==> src/rtl/iot_pkg.sv <==
// rtl/iot_pkg.sv - shared constants, tx state enum and byte-select helper for the iot blocks
package iot_pkg;

  localparam int BYTES_PER_WORD          = 16;
  localparam int DEFAULT_WORDS_PER_FRAME = 8;
  localparam int WORD_W                  = 128;

  typedef enum logic {
    IDLE = 1'b0,
    SEND = 1'b1
  } tx_state_e;

  // Byte k of a word, MSB first: k=0 is bits [127:120].
  function automatic logic [7:0] word_byte(input logic [WORD_W-1:0] w, input logic [3:0] k);
    logic [WORD_W-1:0] s;
    s = w << (8 * k);
    return s[WORD_W-1 -: 8];
  endfunction

endpackage

==> src/rtl/iot_tx_if.sv <==
// rtl/iot_tx_if.sv - word write port, busy back-pressure and serialized byte stream
interface iot_tx_if;
  import iot_pkg::*;

  logic              wr_valid;
  logic [WORD_W-1:0] wr_data;
  logic              wr_ready;
  logic              busy;
  logic              in_en;
  logic [7:0]        iot_in;
  logic [3:0]        byte_idx;
  logic [2:0]        word_idx;
  logic              frame_done;

  modport master (
    output wr_valid, wr_data, busy,
    input  wr_ready, in_en, iot_in, byte_idx, word_idx, frame_done
  );

  modport slave (
    input  wr_valid, wr_data, busy,
    output wr_ready, in_en, iot_in, byte_idx, word_idx, frame_done
  );

endinterface

==> src/rtl/iot_tx_fifo.sv <==
// rtl/iot_tx_fifo.sv - power-of-two word FIFO with registered full/empty flags
module iot_tx_fifo
  import iot_pkg::*;
#(
  parameter int DEPTH = 4,
  parameter int WIDTH = WORD_W
) (
  input  logic             clk,
  input  logic             rst,
  input  logic             push,
  input  logic [WIDTH-1:0] push_data,
  input  logic             pop,
  output logic [WIDTH-1:0] head,
  output logic             full,
  output logic             empty
);

  localparam int AW = $clog2(DEPTH);

  logic [WIDTH-1:0] mem [DEPTH];
  logic [AW-1:0]    wr_ptr;
  logic [AW-1:0]    rd_ptr;
  logic [AW:0]      count;
  logic [AW:0]      count_n;
  logic             do_push;
  logic             do_pop;

  // A full FIFO refuses a push even when a pop happens on the same edge.
  assign do_push = push && !full;
  assign do_pop  = pop && !empty;
  assign head    = mem[rd_ptr];

  always_comb begin
    count_n = count;
    if (do_push && !do_pop)
      count_n = count + 1'b1;
    else if (do_pop && !do_push)
      count_n = count - 1'b1;
  end

  always_ff @(posedge clk or posedge rst) begin
    if (rst) begin
      wr_ptr <= '0;
      rd_ptr <= '0;
      count  <= '0;
      full   <= 1'b0;
      empty  <= 1'b1;
    end else begin
      if (do_push) wr_ptr <= wr_ptr + 1'b1;
      if (do_pop)  rd_ptr <= rd_ptr + 1'b1;
      count <= count_n;
      full  <= (count_n == (AW+1)'(DEPTH));
      empty <= (count_n == '0);
    end
  end

  always_ff @(posedge clk) begin
    if (do_push) mem[wr_ptr] <= push_data;
  end

endmodule

==> src/rtl/iot_tx.sv <==
// rtl/iot_tx.sv - serializes queued 128-bit words into MSB-first bytes with word/frame tracking
module iot_tx
  import iot_pkg::*;
#(
  parameter int DEPTH           = 4,
  parameter int WORDS_PER_FRAME = DEFAULT_WORDS_PER_FRAME
) (
  input  logic   clk,
  input  logic   rst,
  iot_tx_if.slave bus
);

  localparam logic [2:0] LAST_WORD = 3'(WORDS_PER_FRAME - 1);

  tx_state_e         state, state_n;
  logic [3:0]        byte_q, byte_n;
  logic [2:0]        word_q, word_n;
  logic              in_en_q, in_en_n;
  logic [7:0]        iot_in_q, iot_in_n;
  logic              fd_q, fd_n;
  logic              ready_en;
  logic              pop;
  logic              push;
  logic              fifo_full;
  logic              fifo_empty;
  logic [WORD_W-1:0] head;

  // ready_en holds wr_ready low until the first edge after reset release.
  assign bus.wr_ready   = ready_en && !fifo_full;
  assign push           = bus.wr_valid && bus.wr_ready;
  assign bus.in_en      = in_en_q;
  assign bus.iot_in     = iot_in_q;
  assign bus.byte_idx   = byte_q;
  assign bus.word_idx   = word_q;
  assign bus.frame_done = fd_q;

  iot_tx_fifo #(
    .DEPTH (DEPTH),
    .WIDTH (WORD_W)
  ) u_fifo (
    .clk       (clk),
    .rst       (rst),
    .push      (push),
    .push_data (bus.wr_data),
    .pop       (pop),
    .head      (head),
    .full      (fifo_full),
    .empty     (fifo_empty)
  );

  // Busy is only sampled in IDLE; once a word starts it always runs 16 bytes.
  always_comb begin
    state_n  = state;
    byte_n   = '0;
    word_n   = word_q;
    in_en_n  = 1'b0;
    iot_in_n = '0;
    fd_n     = 1'b0;
    pop      = 1'b0;
    case (state)
      IDLE: begin
        if (!fifo_empty && !bus.busy) begin
          state_n  = SEND;
          in_en_n  = 1'b1;
          iot_in_n = word_byte(head, 4'd0);
        end
      end
      SEND: begin
        if (byte_q == 4'(BYTES_PER_WORD - 1)) begin
          pop     = 1'b1;
          state_n = IDLE;
          word_n  = (word_q == LAST_WORD) ? 3'd0 : word_q + 3'd1;
        end else begin
          byte_n   = byte_q + 4'd1;
          in_en_n  = 1'b1;
          iot_in_n = word_byte(head, byte_n);
          fd_n     = (byte_n == 4'(BYTES_PER_WORD - 1)) && (word_q == LAST_WORD);
        end
      end
      default: state_n = IDLE;
    endcase
  end

  always_ff @(posedge clk or posedge rst) begin
    if (rst) begin
      state    <= IDLE;
      byte_q   <= '0;
      word_q   <= '0;
      in_en_q  <= 1'b0;
      iot_in_q <= '0;
      fd_q     <= 1'b0;
      ready_en <= 1'b0;
    end else begin
      state    <= state_n;
      byte_q   <= byte_n;
      word_q   <= word_n;
      in_en_q  <= in_en_n;
      iot_in_q <= iot_in_n;
      fd_q     <= fd_n;
      ready_en <= 1'b1;
    end
  end

endmodule

==> src/flat_wrapper.sv <==
// flat-port wrapper written by rule: the top's interface ports become plain ports
module iot_tx_flat import iot_pkg::*;
#(
  parameter int DEPTH           = 4,
  parameter int WORDS_PER_FRAME = DEFAULT_WORDS_PER_FRAME
)
  (clk, rst, bus_wr_valid, bus_wr_data, bus_busy, bus_wr_ready, bus_in_en, bus_iot_in, bus_byte_idx, bus_word_idx, bus_frame_done);
  iot_tx_if bus_i ();
  input  logic clk;
  input  logic rst;
  input wire logic [$bits(bus_i.wr_valid)-1:0] bus_wr_valid;
  input wire logic [$bits(bus_i.wr_data)-1:0] bus_wr_data;
  input wire logic [$bits(bus_i.busy)-1:0] bus_busy;
  output wire logic [$bits(bus_i.wr_ready)-1:0] bus_wr_ready;
  output wire logic [$bits(bus_i.in_en)-1:0] bus_in_en;
  output wire logic [$bits(bus_i.iot_in)-1:0] bus_iot_in;
  output wire logic [$bits(bus_i.byte_idx)-1:0] bus_byte_idx;
  output wire logic [$bits(bus_i.word_idx)-1:0] bus_word_idx;
  output wire logic [$bits(bus_i.frame_done)-1:0] bus_frame_done;
  assign bus_i.wr_valid = bus_wr_valid;
  assign bus_i.wr_data = bus_wr_data;
  assign bus_i.busy = bus_busy;
  assign bus_wr_ready = bus_i.wr_ready;
  assign bus_in_en = bus_i.in_en;
  assign bus_iot_in = bus_i.iot_in;
  assign bus_byte_idx = bus_i.byte_idx;
  assign bus_word_idx = bus_i.word_idx;
  assign bus_frame_done = bus_i.frame_done;
  iot_tx #(.DEPTH(DEPTH), .WORDS_PER_FRAME(WORDS_PER_FRAME)) u_core (.clk(clk), .rst(rst), .bus(bus_i));
endmodule
==> config.mk <==
export PLATFORM = sky130hd
export DESIGN_NAME = iot_tx_flat
export DESIGN_NICKNAME = d
export VERILOG_FILES = /design/src/rtl/iot_pkg.sv /design/src/rtl/iot_tx_if.sv /design/src/rtl/iot_tx_fifo.sv /design/src/rtl/iot_tx.sv /design/src/flat_wrapper.sv
export SDC_FILE = /design/constraint.sdc
export NUM_CORES = 1
export LEC_CHECK = 0
export ABC_AREA = 1
export BUFFER_PORTS_ARGS = -buffer_cell sky130_fd_sc_hd__buf_2
export CAP_MARGIN = 10
export CORE_MARGIN = 2
export CORE_UTILIZATION = 40
export DETAILED_ROUTE_END_ITERATION = 12
export GPL_ROUTABILITY_DRIVEN = 0
export RECOVER_POWER = 50
export SLEW_MARGIN = 5
export SYNTH_ARGS = -nofsm -noshare
export SYNTH_HDL_FRONTEND = slang
export SYNTH_SLANG_ARGS = --single-unit
==> constraint.sdc <==
create_clock -name clk -period 7.1 [get_ports clk]
set_input_delay 1.775 -clock clk [delete_from_list [all_inputs] [get_ports clk]]
set_output_delay 1.775 -clock clk [all_outputs]
set_load 0.005 [all_outputs]
==> run summary, run 1 <==
status: finished, violations left
failing checks: max-capacitance violations, max-slew violations
crit path capture type: flop
max cap viols: 3
core box area: 0.05392 mm²
clk root buf: clkbuf_16
number of antenna violations at the first check in global routing: 4
largest cells by area after synthesis: edfxtp_1 70%, nand2_1 10%, nand3_1 9.0%, dfrtp_1 3.0%, buf_2 1.2%
Worst Clk Skew: 0.02380 ns
busiest grt layer: met2
H-tree levels: 2
# rows: 85
port buffer count: 149
grt met3 use: 0.03565
sequential share of the synthesized area: 0.7356
CTS resizes: 0
clock period minus worst slack: 4.958 ns
Post-synth EDFFs: 512
Vias/cell: 5.227
RSZ-0062 raised after global routing: false
critical path required time: 7.65 ns
DP Wirelength: 30.43 mm
Synth cell types: 29
global routing usage on met2: 0.3129
most common library cell in the layout ignoring fill and taps: nand2_1
clk buf depth: 3
routed vias: 14,055
Pwr Total: 10.16 mW
largest net degree at the start of global routing: 118
syn_nets: 1,968
CP max stage delay: 3.03 ns
wire per inst: 19.96 µm
GR Util All Layers: 0.1893
Yosys warnings: 0
post-route cell area: 0.02469 mm²
1st-iter DRT viols: 1,443
ys async rst share: 0.05009
share of cells above drive strength 1: 0.06633
number of global-route vias before repair: 13,334
grt ovf: 0
CP max FO: 62
CTS Hold Bufs: 0
Worst setup SP type: flop
FMAX: 201.7 MHz
Layout Nets: 2,089
crit share post-route: 0.6983
clock slew at reported path FFs: 0.07 ns
top_reg_cell synth: edfxtp_1
placed cell areas: 0.02310 mm²
Setup-failing EPs final: 0
WS Path Type: flop to flop
Area growth syn-to-layout: 13.15%
Post-Route WL: 53.68 mm
Post-CTS Setup Repair Bufs: 0
Clock Latency Late Sink: 0.61 ns
Top cell by count, worst path: nand3_1
clk sink count: 539
Mapped Cells: 1,826
average size of a mapped cell: 11.95 µm²
Die X: 237.6 µm
first-pass GRT wire length: 80.72 mm
Detailed Routing Iterations Pass 1: 5
most frequent cells in the layout: 605 x nand2_1, 512 x edfxtp_1, 395 x nand3_1, 141 x clkbuf_1, 61 x nor2_1
Yosys top cell by area: edfxtp_1
DRC: 0
worst slew pin tran: 4.305 ns
Die ar.: 0.05643 mm²
Rel. slew slack: -1.870
#FFs+latches synth: 539
top-area cell type share of the netlist area: 0.7046
endpoints failing hold: 0
crit path DAT: 5.50 ns
initial cell density of the core: 0.4047
leakage power: 8.903 nW
Crit-path slowest cell: clkbuf_1
worst-path cell chain: clkbuf_1, nand3_1, nand2_1, nand2_1, nand3_1, nand3_1, nand3_1
post-route ant nets: 0
final number of max-transition violations: 121
pwr/cell area: 411.4 mW/mm²
Synth Cell Area: 0.02182 mm²
Hold Path Class: flop to flop
die height: 237.6 µm
CTS tree: done
grt met1 use: 0.2567
Max rail drop VDD: 0.2142 mV
number of CTS-inserted buffers: 55
Ports: 150
==> routing by layer <==
metal  share of wire  up-vias
li1                -     6643
met1            0.43     6941
met2            0.49      388
met3           0.062       81
met4           0.023        2
met5         0.00024        -
==> final cells by class <==
type	instances	area, µm²
timing repair buffer	171	793.3
fill	4865	29230
clock buffer	64	1410
multi-input combinational	1148	5084
antenna	3	7.507
inverter	32	127.6
clock inverter	36	336.6
sequential	539	16060
tap	696	870.8
==> sequential cells by signal, summed over array words and instances, names as in the netlist <==
signal                 flops
u_core.u_fifo.mem        512
u_core.bus.iot_in          8
u_core.bus.byte_idx        4
u_core.bus.word_idx        3
u_core.u_fifo.count        3
u_core.u_fifo.rd_ptr       2
u_core.u_fifo.wr_ptr       2
u_core.bus.frame_done      1
u_core.bus.in_en           1
u_core.ready_en            1
u_core.u_fifo.empty        1
u_core.u_fifo.full         1
==> through the flow <==
stage | TNS (ns) | setup WS (ns) | hold WS (ns) | util | std cells
6_report | 0 | 2.142 | 0.5077 | 0.4579 | 2689
5_1_grt | 0 | 2.196 | 0.5531 | 0.4578 | 2686
4_1_cts | 0 | 3.425 | 0.5108 | 0.4608 | 2685
3_5_place_dp | 0 | 2.784 | 0.4931 | 0.4284 | 2585
3_3_place_gp | 0 | 2.791 | 0.4845 | 0.4284 | 2585
2_1_floorplan | -403.96 | -0.7890 | 0.4896 | - | 1826
==> Yosys cell counts (7+ instances only) <==
cell type and n:
clkbuf_1 25, nand3_1 394, buf_4 20, xor2_1 7, a21oi_1 15, dfrtp_1 26
ha_1 10, o211ai_1 8, nand2_1 605, nor2_1 63, buf_2 52, edfxtp_1 512
inv_1 28, o21ai_0 32
==> final timing paths <==
kind                            slack (ns)                          startpoint  cells past startpoint                                  end
max in group asynchronous             4.27                                 rst                      3  u_core.u_fifo.rd_ptr[1]$_DFFE_PP0P_
worst max-delay path                  2.14    u_core.bus.byte_idx[0]$_DFF_PP0_                      7       u_core.bus.iot_in[0]$_DFF_PP0_
worst min-delay path                  0.51  u_core.bus.word_idx[1]$_DFFE_PP0N_                      2   u_core.bus.word_idx[1]$_DFFE_PP0N_
worst min register to register        0.51  u_core.bus.word_idx[1]$_DFFE_PP0N_                      2   u_core.bus.word_idx[1]$_DFFE_PP0N_
min in group asynchronous             1.69                                 rst                      3       u_core.bus.iot_in[7]$_DFF_PP0_
worst max register to register        2.14    u_core.bus.byte_idx[0]$_DFF_PP0_                      7       u_core.bus.iot_in[0]$_DFF_PP0_
==> critical path: cells and delay by family, from the launching register on <==
family / cells / cell delay [ns]
flops: 1 / 0.41
buf+inv: 1 / 3.03
simple gates: 6 / 1.42
==> power breakdown <==
group	internal, mW	switching [mW]
Sequential	3.90	0.179
Combinational	0.910	2.36
Clock	1.61	1.20
Total	6.42	3.74
==> cells by family (layout without fill, tap and decap cells) <==
| family | after synthesis | in the layout | share of synthesized area |
|---|---|---|---|
| simple gates | 1069 | 1069 | 0.2079 |
| flops | 539 | 539 | 0.7357 |
| xor+xnor | 8 | 8 | 0.003211 |
| compound gates | 60 | 60 | 0.01531 |
| buf+inv | 139 | 303 | 0.03205 |
| fa+ha+maj | 10 | 10 | 0.005734 |
| other cells | 1 | 4 | 0.0001719 |
(Power assumes the default switching activity.)
==> inputs of run 2 (changes only) <==
- clock period: 7.1 -> 4.7 ns (I/O delays scaled with it)
==> run summary, run 2 (synthesized netlist as in run 1, its figures left out) <==
number of antenna violations at the first check in global routing: 11
Worst setup SP type: flop
most common library cell in the layout ignoring fill and taps: nand2_1
max FFs per register: 512
Core Util, Final: 0.4589
first-pass GRT wire length: 82.37 mm
post-route ant nets: 0
Post-Route WL: 54.80 mm
Max rail drop VDD: 0.3712 mV
number of global-route vias before repair: 13,344
critical path required time: 3.52 ns
Die ar.: 0.05643 mm²
CTS Hold Bufs: 0
endpoints failing hold: 0
Ports: 150
Rel. slew slack: -0.3677
die height: 237.6 µm
CP max stage delay: 1.47 ns
failing checks: max-capacitance violations, max-slew violations
crit path capture type: primary output
core box area: 0.05392 mm²
crit share post-route: 0.8439
GR Util All Layers: 0.1930
setup slack on the worst flop-to-flop path: 1.22 ns
final number of max-transition violations: 65
Worst Clk Skew: 0.02218 ns
status: finished, violations left
CTS tree: done
Setup crit end: bus_byte_idx[0]
CP startpoint: u_core.bus.byte_idx[0]$_DFF_PP0_
clock period minus worst slack: 3.966 ns
CP max FO: 64
Hold WS: 0.5027 ns
Crit-path slowest cell: clkbuf_2
initial cell density of the core: 0.4047
RSZ-0062 raised after global routing: false
grt ovf: 0
most frequent cells in the layout: 605 x nand2_1, 512 x edfxtp_1, 395 x nand3_1, 140 x clkbuf_1, 61 x nor2_1
Post-CTS Setup Repair Bufs: 0
worst reg2reg path endpoint: u_core.bus.iot_in[1]$_DFF_PP0_
Clock Latency Late Sink: 0.61 ns
Pwr Total: 15.43 mW
leakage power: 8.931 nW
worst slew pin tran: 2.052 ns
worst-path cell chain: clkbuf_2, buf_2
Hold Path Class: flop to flop
WS Path Type: flop to primary output
pwr/cell area: 623.6 mW/mm²
CTS resizes: 0
clk buf depth: 3
largest net degree at the start of global routing: 110
wire per inst: 20.36 µm
Vias/cell: 5.192
Die X: 237.6 µm
# rows: 85
share of cells above drive strength 1: 0.06727
clk root buf: clkbuf_16
DRC: 0
FMAX: 252.1 MHz
largest register by flop count: u_core.u_fifo.mem
port buffer count: 149
worst r2r src: u_core.bus.byte_idx[0]$_DFF_PP0_
crit path DAT: 2.79 ns
Fillers: 4,904
routed vias: 13,976
Area growth syn-to-layout: 13.40%
1st-iter DRT viols: 1,288
max cap viols: 1
R2R cell count: 6
Layout Nets: 2,091
DP Wirelength: 31.38 mm
H-tree levels: 2
clock slew at reported path FFs: 0.06 ns
Setup-failing EPs final: 0
Detailed Routing Iterations Pass 1: 7
clk sink count: 539
number of CTS-inserted buffers: 56
-- run 2: cell count changes in the layout (fill, tap and decap cells not counted), sizes merged --
cell / before / now
buf: 39 / 42
bufinv: 5 / 4
clkbuf: 196 / 202
clkinv: 29 / 23
diode: 3 / 4
-- run 2: routing by layer --
layer,wire (µm),global-route usage,vias to the layer above,part of all wire
li1,-,-,6652,-
met1,24110,0.2644,6848,0.44
met2,26120,0.3078,370,0.48
met3,3111,0.04192,96,0.057
met4,1399,0.06270,10,0.026
met5,55,0,-,0.0010
-- run 2: layout make-up --
type / instances / area, µm² / area share
tap: 696 / 870.8 / 0.03520
inverter: 32 / 127.6 / 0.005158
clock buffer: 72 / 1523 / 0.06154
timing repair buffer: 172 / 827.0 / 0.03343
clock inverter: 29 / 245.2 / 0.009911
sequential: 539 / 16060 / 0.6491
multi-input combinational: 1148 / 5079 / 0.2053
antenna: 4 / 10.01 / 0.0004046
-- run 2: worst max-delay path: cells and delay by family, from the launching register on --
family                 cells  cell delay, ns
flip-flops                 1            0.38
buffers and inverters      2            1.80
-- run 2: how the worst min path moves through the flow --
stage / start / to / slack [ns] / cells past startpoint
3_5_place_dp: u_core.bus.word_idx[1]$_DFFE_PP0N_ / u_core.bus.word_idx[1]$_DFFE_PP0N_ / 0.49 / 2
3_3_place_gp: u_core.bus.word_idx[2]$_DFFE_PP0N_ / u_core.bus.word_idx[2]$_DFFE_PP0N_ / 0.48 / 2
5_1_grt: u_core.bus.word_idx[1]$_DFFE_PP0N_ / u_core.bus.word_idx[1]$_DFFE_PP0N_ / 0.55 / 2
6_report: u_core.bus.word_idx[1]$_DFFE_PP0N_ / u_core.bus.word_idx[1]$_DFFE_PP0N_ / 0.50 / 2
2_1_floorplan: u_core.bus.word_idx[1]$_DFFE_PP0N_ / u_core.bus.word_idx[1]$_DFFE_PP0N_ / 0.49 / 2
4_1_cts: u_core.bus.word_idx[1]$_DFFE_PP0N_ / u_core.bus.word_idx[1]$_DFFE_PP0N_ / 0.51 / 2
-- run 2: report_power, final --
part / switching, mW / internal, mW
Clock: 1.77 / 2.49
Combinational: 3.53 / 1.39
Sequential: 0.358 / 5.89
-- run 2: stage by stage --
step | std cells | setup slack (ns) | instance area (µm²) | TNS (ns)
after floorplan | 1826 | -0.4670 | 21830 | -239.10
after global placement | 2587 | 1.529 | 23150 | 0
after detailed placement | 2587 | 1.437 | 23150 | 0
after CTS | 2688 | 1.351 | 24920 | 0
after global routing | 2691 | 0.6364 | 24740 | 0
final | 2692 | 0.7338 | 24740 | 0
==> inputs of run 3 (changes only) <==
- ABC_AREA: 1 -> 0
- clock period: 4.7 -> 3.95 ns (I/O delays scaled with it)
==> run summary, run 3 <==
Layout Nets: 1,358
CTS resizes: 0
status: finished, violations left
Post-CTS Setup Repair Bufs: 0
grt ovf: 0
GR Util All Layers: 0.1858
crit share post-route: 0.8341
number of CTS-inserted buffers: 55
main combinational cell family by area after synthesis: multiplexers
number of global-route vias before repair: 10,931
worst r2r src: u_core.bus.byte_idx[1]$_DFF_PP0_
clock slew at reported path FFs: 0.06 ns
Die ar.: 0.05466 mm²
sequential share of the synthesized area: 0.7600
Compound-Gate Fraction of Synth Area: 0.02642
clock period minus worst slack: 3.295 ns
Vias/cell: 5.458
top-count cell post-synth: edfxtp_1
Yosys top cell by area: edfxtp_1
die height: 233.8 µm
crit path capture type: flop
DP Wirelength: 32.74 mm
Worst setup SP type: flop
critical path required time: 4.48 ns
Pwr Total: 17.70 mW
CTS Hold Bufs: 0
Worst Clk Skew: 0.01267 ns
Post-synth top cells: 512 x edfxtp_1, 103 x mux4_2, 74 x nand2_1
max cap viols: 1
#FFs+latches synth: 539
DRC: 0
post-route ant nets: 0
share of cells above drive strength 1: 0.2048
Synth cell types: 55
initial cell density of the core: 0.4035
# rows: 84
ys async rst share: 0.05009
Detailed Routing Iterations Pass 1: 5
Yosys warnings: 0
Setup-failing EPs final: 0
CP max FO: 22
Ports: 150
top-area cell type share of the netlist area: 0.7279
largest net degree at the start of global routing: 57
Synth Cell Area: 0.02112 mm²
RSZ-0062 raised after global routing: false
syn_nets: 1,163
Max rail drop VDD: 0.3700 mV
H-tree levels: 2
Area growth syn-to-layout: 16.09%
Rel. slew slack: -0.1582
top_reg_cell synth: edfxtp_1
Post-Route WL: 50.07 mm
1st-iter DRT viols: 1,046
first-pass GRT wire length: 73.21 mm
max FFs per register: 512
largest register by flop count: u_core.u_fifo.mem
R2R cell count: 8
pwr/cell area: 721.9 mW/mm²
Clock Latency Late Sink: 0.60 ns
WS Path Type: flop to flop
wire per inst: 25.68 µm
failing checks: max-capacitance violations, max-slew violations
CP startpoint: u_core.bus.byte_idx[1]$_DFF_PP0_
most frequent cells in the layout: 512 x edfxtp_1, 139 x clkbuf_1, 103 x mux4_2, 74 x nand2_1, 55 x clkbuf_16
core box area: 0.05234 mm²
Post-synth EDFFs: 512
crit path DAT: 3.83 ns
clk buf depth: 3
most common library cell in the layout ignoring fill and taps: edfxtp_1
leakage power: 7.954 nW
endpoints failing hold: 0
FMAX: 303.5 MHz
worst slew pin tran: 1.737 ns
Post-Synth XOR/XNOR Area: 0.003258
post-synthesis adder-cell area fraction: 0.005924
number of antenna violations at the first check in global routing: 9
multi-input logic area: 0.004736 mm²
CTS tree: done
final number of max-transition violations: 26
Die X: 233.8 µm
setup tns final: 0 ns
port buffer count: 149
multiplexer share of the synthesized area: 0.1481
Hold Path Class: input port to asynchronous set/reset pin
clk root buf: clkbuf_16
Post-Synth Simple-Gate Area: 0.03809
Mapped Cells: 1,021
largest cells by area after synthesis: edfxtp_1 73%, mux4_2 11%, dfrtp_1 3.1%, mux4_1 2.2%, mux2i_1 1.4%
clk sink count: 539
Fillers: 4,450
flip-flop and latch area: 0.01606 mm²
average size of a mapped cell: 20.69 µm²
routed vias: 10,643
[run 3: cell types whose count changed in the layout (fill, tap and decap cells not counted), sizes merged, moves of 13 or more]
cell   before  now
nand2     607   74
nand3     395   20
mux4        0  121
nor2       66   11
mux2i       0   29
inv        33   13
o21ai      32   12
buf        42   61
and3        0   13
[run 3: worst max-delay path, cell delays in order, from the launching register on]
cell and delay, ns:
dfrtp_1 0.44, ha_1 0.54, xor2_4 0.71, buf_4 0.32, mux2i_1 0.09, a22oi_1 0.19, o21ai_0 0.11, nor4_1 0.63
a211o_1 0.18
[run 3: report_power, final]
part | switching [mW] | total [mW] | leakage (nW) | internal (mW)
sequential | 0.408 | 7.41 | 4.97 | 7.00
clock | 2.12 | 5.25 | 0.896 | 3.13
combinational | 2.95 | 5.04 | 2.09 | 2.09
[run 3: final cells by class]
class,count,share of cell area
clock buffers,65,0.05766
flip-flops and latches,539,0.6550
clock inverters,36,0.01653
multi-input cells,420,0.1931
diodes,2,0.0002041
inverters,10,0.001531
repair buffers,190,0.04087
well taps,688,0.03511
[run 3: stage by stage]
stage	instance area [µm²]	worst slack, ns	hold slack [ns]	utilization	instances
6_report	24520	0.6552	0.4953	0.4685	1950
2_1_floorplan	21130	0.9296	0.4572	-	1021
5_1_grt	24520	0.4658	0.5272	0.4684	1949
3_5_place_dp	22850	0.7149	0.4804	0.4367	1847
4_1_cts	24670	0.6763	0.4939	0.4714	1948
3_3_place_gp	22850	0.7155	0.4772	0.4367	1847
[run 3: final timing paths]
check | end | slack [ns]
worst min register to register | u_core.u_fifo.count[2]$_DFF_PP0_ | 0.50
worst max-delay path | u_core.bus.iot_in[5]$_DFF_PP0_ | 0.66
min in group clk | u_core.u_fifo.count[2]$_DFF_PP0_ | 0.50
worst max register to register | u_core.bus.iot_in[5]$_DFF_PP0_ | 0.66
worst min-delay path | u_core.u_fifo.wr_ptr[1]$_DFFE_PP0P_ | 0.50
max in group asynchronous | u_core.bus.byte_idx[0]$_DFF_PP0_ | 2.29
[run 3: kinds of logic after synthesis]
| logic type | count (synthesis) |
|---|---|
| compound gates | 80 |
| xor+xnor | 7 |
| fa+ha+maj | 10 |
| buf+inv | 62 |
| flops | 539 |
| mux | 154 |
| other cells | 1 |
| simple gates | 168 |
[run 3: metal layers]
| metal | up-vias | track usage | part of all wire |
|---|---|---|---|
| met5 | - | 0 | 0.0018 |
| met4 | 14 | 0.06092 | 0.026 |
| met3 | 98 | 0.05143 | 0.075 |
| met2 | 363 | 0.2943 | 0.48 |
| met1 | 5539 | 0.2500 | 0.42 |
| li1 | 4629 | - | - |
